--- config.mk ---
export PLATFORM = sky130hd
export DESIGN_NAME = health_manager
export DESIGN_NICKNAME = d
export VERILOG_FILES = /design/src/rtl/fight_pkg.sv /design/src/rtl/fighter_hp.sv /design/src/rtl/health_manager.sv
export SDC_FILE = /design/constraint.sdc
export NUM_CORES = 1
export LEC_CHECK = 0
export ABC_AREA = 1
export BUFFER_PORTS_ARGS = -buffer_cell sky130_fd_sc_hd__buf_2
export CAP_MARGIN = 5
export CORE_MARGIN = 2
export CORE_UTILIZATION = 61
export CTS_CLUSTER_DIAMETER = 80
export DETAILED_ROUTE_END_ITERATION = 10
export PLACE_DENSITY = 0.85
export SLEW_MARGIN = 10
export SYNTH_ARGS = -nofsm -noshare
export SYNTH_HDL_FRONTEND = slang
export SYNTH_SLANG_ARGS = --single-unit
--- constraint.sdc ---
create_clock -name Clk -period 2.2 [get_ports Clk]
set_clock_uncertainty 0.1 [all_clocks]
set_input_delay 0.44 -clock Clk [delete_from_list [all_inputs] [get_ports Clk]]
set_output_delay 0.44 -clock Clk [all_outputs]
set_load 0.02 [all_outputs]
--- src/rtl/fight_pkg.sv ---
// Shared types for the fighting-game health stage: round states, winner codes
// and the default health register width.
package fight_pkg;

  localparam int HP_W_DEFAULT = 8;

  typedef enum logic [1:0] {
    IDLE  = 2'd0,
    FIGHT = 2'd1,
    KO    = 2'd2
  } round_state_t;

  typedef enum logic [1:0] {
    NONE = 2'b00,
    P1   = 2'b01,
    P2   = 2'b10,
    DRAW = 2'b11
  } winner_t;

endpackage

--- src/rtl/fighter_hp.sv ---
// One character's health bar: hit qualification, saturating damage and the
// frame-counted invulnerability window. Regeneration exists only with HEALTH_REGEN_EN.
module fighter_hp import fight_pkg::*; #(
  parameter int HP_W          = HP_W_DEFAULT,
  parameter int MAX_HP        = 100,
  parameter int DAMAGE        = 10,
  parameter int INVULN_FRAMES = 30,
  parameter int REGEN_FRAMES  = 60
) (
  input  logic            clk,
  input  logic            rst_n,
  input  logic            frame_tick,
  input  logic            enable,
  input  logic            reload,
  input  logic            hurt,
  output logic [HP_W-1:0] health,
  output logic            hit_flash
);

  localparam int INV_W = (INVULN_FRAMES < 1) ? 1 : $clog2(INVULN_FRAMES + 1);

  logic [INV_W-1:0] invuln_cnt;
  logic [INV_W-1:0] invuln_next;
  logic             qualified;
  logic             regen_step;
  logic [HP_W-1:0]  hit_health;

  assign qualified  = enable && hurt && (invuln_cnt == '0);
  assign hit_health = (health <= HP_W'(DAMAGE)) ? '0 : health - HP_W'(DAMAGE);

  // A fresh hit reloads the window even if a frame tick lands in the same cycle.
  always_comb begin
    invuln_next = invuln_cnt;
    if (reload) begin
      invuln_next = '0;
    end else if (qualified) begin
      invuln_next = INV_W'(INVULN_FRAMES);
    end else if (frame_tick && (invuln_cnt != '0)) begin
      invuln_next = invuln_cnt - INV_W'(1);
    end
  end

  always_ff @(posedge clk or negedge rst_n) begin
    if (!rst_n) begin
      invuln_cnt <= '0;
      hit_flash  <= 1'b0;
    end else begin
      invuln_cnt <= invuln_next;
      hit_flash  <= (invuln_next != '0);
    end
  end

`ifdef HEALTH_REGEN_EN
  localparam int RG_W = (REGEN_FRAMES < 2) ? 1 : $clog2(REGEN_FRAMES);

  logic [RG_W-1:0] regen_cnt;
  logic            regen_active;

  assign regen_active = enable && frame_tick && (invuln_cnt == '0) &&
                        (health != '0) && (health < HP_W'(MAX_HP));
  assign regen_step   = regen_active && (regen_cnt == RG_W'(REGEN_FRAMES - 1));

  always_ff @(posedge clk or negedge rst_n) begin
    if (!rst_n) begin
      regen_cnt <= '0;
    end else if (reload || qualified || regen_step) begin
      regen_cnt <= '0;
    end else if (regen_active) begin
      regen_cnt <= regen_cnt + RG_W'(1);
    end
  end
`else
  assign regen_step = 1'b0;
`endif

  always_ff @(posedge clk or negedge rst_n) begin
    if (!rst_n) begin
      health <= HP_W'(MAX_HP);
    end else if (reload) begin
      health <= HP_W'(MAX_HP);
    end else if (qualified) begin
      health <= hit_health;
    end else if (regen_step) begin
      health <= health + HP_W'(1);
    end
  end

endmodule

--- src/rtl/health_manager.sv ---
// Round controller (IDLE -> FIGHT -> KO) and winner reporting over two fighter_hp
// health bars. Optional regeneration is enabled by defining HEALTH_REGEN_EN.
module health_manager import fight_pkg::*; #(
  parameter int HP_W          = HP_W_DEFAULT,
  parameter int MAX_HP        = 100,
  parameter int DAMAGE        = 10,
  parameter int INVULN_FRAMES = 30,
  parameter int REGEN_FRAMES  = 60
) (
  input  logic            Clk,
  input  logic            Reset_n,
  input  logic            frame_tick,
  input  logic            round_start,
  input  logic            character1_hurt,
  input  logic            character2_hurt,
  output logic [HP_W-1:0] health1,
  output logic [HP_W-1:0] health2,
  output logic            hit_flash1,
  output logic            hit_flash2,
  output logic            ko,
  output logic [1:0]      winner
);

  round_state_t state, state_next;
  winner_t      win_q, win_next;
  logic         fighting;

  assign fighting = (state == FIGHT);

  fighter_hp #(
    .HP_W(HP_W), .MAX_HP(MAX_HP), .DAMAGE(DAMAGE),
    .INVULN_FRAMES(INVULN_FRAMES), .REGEN_FRAMES(REGEN_FRAMES)
  ) u_p1 (
    .clk(Clk), .rst_n(Reset_n), .frame_tick(frame_tick), .enable(fighting),
    .reload(round_start), .hurt(character1_hurt), .health(health1), .hit_flash(hit_flash1)
  );

  fighter_hp #(
    .HP_W(HP_W), .MAX_HP(MAX_HP), .DAMAGE(DAMAGE),
    .INVULN_FRAMES(INVULN_FRAMES), .REGEN_FRAMES(REGEN_FRAMES)
  ) u_p2 (
    .clk(Clk), .rst_n(Reset_n), .frame_tick(frame_tick), .enable(fighting),
    .reload(round_start), .hurt(character2_hurt), .health(health2), .hit_flash(hit_flash2)
  );

  // KO is judged on the registered health bars, one cycle after the fatal hit lands.
  always_comb begin
    state_next = state;
    win_next   = win_q;
    if (round_start) begin
      state_next = FIGHT;
      win_next   = NONE;
    end else if (fighting && ((health1 == '0) || (health2 == '0))) begin
      state_next = KO;
      if ((health1 == '0) && (health2 == '0)) begin
        win_next = DRAW;
      end else if (health2 == '0) begin
        win_next = P1;
      end else begin
        win_next = P2;
      end
    end
  end

  always_ff @(posedge Clk or negedge Reset_n) begin
    if (!Reset_n) begin
      state <= IDLE;
      win_q <= NONE;
    end else begin
      state <= state_next;
      win_q <= win_next;
    end
  end

  assign ko     = (state == KO);
  assign winner = win_q;

endmodule

==> out/results.ini <==
[pwr]
peakVddDrop_uv=1160
power.share.clock_pct=12.8
pwr_density_cell_mw_per_mm2=1350
p_int_mw=1.43
p_comb_share_pct=53.3
total_leakage_power_nw=1.12
swShare_pct=47.5
p_seq_share_pct=33.9
p_sw_mw=1.29

[synthesis]
ys_seq_elements=30
synth-seq-area-share_pct=41.7
ys_warn_count=0
ys_types=29
syn-cell-area_mm2=0.00182
netlist_instances=231
avgSynthCellArea_um2=7.86

[cells_and_area]
multiInputGateArea_um2=830
mostFrequentLayoutCell=nand2_1
ff_latch_area_um2=758
n_antenna_cell=0
area_growth_pct=10.9
most-common-layout-cells=nand2_1, inv_1, buf_2, dfrtp_1, nand3_1
drive_above_1_share_pct=22.3
finish.net_count=269
num-fill-cells=217

[clocking]
clock_latency_ns=0.34
clockBufferDepth=2
hold_buffers=0
cts_htree_levels=2
cts_tree=done
numCtsBuffers=5
post_cts_buffers=0
cts_sinks=30
cts-resized-gates=0
path_clk_slew_ns=0.10
cts_root_buf=clkbuf_4

[die]
ioPinCount=27
die_h_um=58.6
dieArea_mm2=0.00343
core_area_mm2=0.00278
rows=19
die_width_um=58.6
initial_core_util_pct=65.3

[critical_path]
cp_num_cells=9
worstSetupStartpointType=register
crit_arrival_ns=1.81
worstPathMaxFanout=8
slowest_delay_ns=0.39
cp-end-kind=register
crit_top_cell=nor2_1
critPathBufInv=1
crit_path_cell_trace=inv_1 > ha_1 > nand2_1 > nor2_2 > nand3_4 > nand2_2 > nor2_1 > nor2_1 > nand4_1
worst_path_max_delay_cell=dfrtp_1
required_ns=2.31
crit_family=simple AND/OR/NAND/NOR gates
ff2ff_path_depth=9
worstSetupPathType=reg2reg

[timing]
max_freq_ghz=0.590
fin_crit_ns=1.69
tightest_slew_ns=0.637
fin_hold_ws_ns=0.00919
period_share_pct=77.0
rsz0062_at_grt=no
slew_violations=0
setup_tns_ns=0
relSlewSlack_pct=57.6
setup_viol=0
finalHoldViolCount=0
finalWorstSetupSlack_ns=0.506

[global_route]
met2_usage_pct=35.0
busiest_layer=met2
grt_util_met1_pct=29.5
grt_max_degree=31
antenna_found_initial=0
gr-usage-all-layers_pct=22.6
overflow=0
grt_pass1_wl_mm=5.80
grt_pass1_vias=1385
gr-usage-met3_pct=8.13

[routing]
drt-vias-per-instance=5.05
drcViolationCount=0
first_pass_iters=4
route.vias.total=1469
first_iter_violations=64
ant_nets=0
wl_mm=3.32
wl_per_cell_um=11.4

[place]
portBuffers=24
dp_hpwl_mm=2.48
post-place-ws_ns=0.526
gp_congestion=0.882

[job]
maxCapViolCount=0

[run_status]
outcome=complete, no violations

[worst_hold_path]
min_path_type=in2async

## worst paths after layout
path / slack (ns) / end / from
setup reg to reg: 0.51 / u_p2.hit_flash / u_p2.invuln_cnt[0]
min in group Clk: 0.28 / state[1] / round_start
hold reg to reg: 0.43 / winner[1] / winner[1]
setup / recovery: 0.51 / u_p2.hit_flash / u_p2.invuln_cnt[0]
max in group asynchronous: 1.57 / u_p2.invuln_cnt[0] / Reset_n
hold / removal: 0.009 / winner[1] / Reset_n
## sequential cells by signal, summed over array words and instances, names as in the netlist
register and flops:
u_p1.invuln_cnt 5, u_p2.hit_flash 1, u_p2.invuln_cnt 5, u_p2.health 7, u_p1.health 7, u_p1.hit_flash 1, winner 2, state 2
## power groups by stage
stage	clock network, mW	logic [mW]	registers (mW)
after floorplan	0	0.996	1.06
after global placement	0	1.42	0.928
after detailed placement	0	1.45	0.932
after CTS	0.355	1.46	0.923
after global routing	0.381	1.66	0.952
final	0.349	1.45	0.923
## metal layers
metal	routed length, µm	up-vias
li1	-	780
met1	1600	656
met2	1520	31
met3	186	2
met4	24	0
met5	0	-
## cells in the mapped netlist, drive strengths merged
cell type | count | area, µm²
nand3b | 2 | 15.0
ha | 4 | 50.1
a21oi | 12 | 75.1
inv | 46 | 173
conb | 1 | 3.75
dfstp | 6 | 158
nor2 | 21 | 120
nand4 | 3 | 18.8
o21ai | 16 | 80.1
dfrtp | 24 | 601
o211ai | 1 | 7.51
nor3 | 1 | 10.0
nand3 | 24 | 145
clkinv | 1 | 5.00
o221ai | 3 | 26.3
buf | 4 | 25.0
nand2 | 56 | 230
xor2 | 5 | 43.8
bufinv | 1 | 30.0
## final cells by class
cell class,instances,area share (%)
repair buffers,24,5.96
inverters,48,10.3
clock inverters,1,0.248
well taps,31,1.93
multi-input cells,150,41.2
clock buffers,7,2.73
flip-flops and latches,30,37.6
## metrics by stage
step | area [µm²] | power (mW) | utilization, % | std cells
finish | 2010 | 2.72 | 72.4 | 291
global route | 2010 | 2.99 | 72.4 | 291
CTS | 2010 | 2.74 | 72.4 | 291
detailed placement | 1950 | 2.38 | 70.3 | 283
global placement | 1950 | 2.35 | 70.3 | 283
floorplan | 1820 | 2.05 | - | 232
## worst reg2reg max path, delay by kind of cell (launching register included)
family,cells,cell delay (ns)
AND/OR/NAND/NOR,7,0.77
buffers and inverters,1,0.11
flip-flops,1,0.39
adder cells (fa/ha/maj),1,0.21
## logic make-up (layout without fill, tap and decap cells)
logic type / count (synthesis) / after routing / share of synthesized area (%)
AO/OA/AOI/OAI: 32 / 32 / 10.4
XOR/XNOR: 5 / 5 / 2.41
adder cells (fa/ha/maj): 4 / 4 / 2.75
buffers and inverters: 52 / 80 / 12.8
flip-flops: 30 / 30 / 41.7
other: 1 / 2 / 0.206
AND/OR/NAND/NOR: 107 / 107 / 29.7
Power figures use the tool's default switching activity.
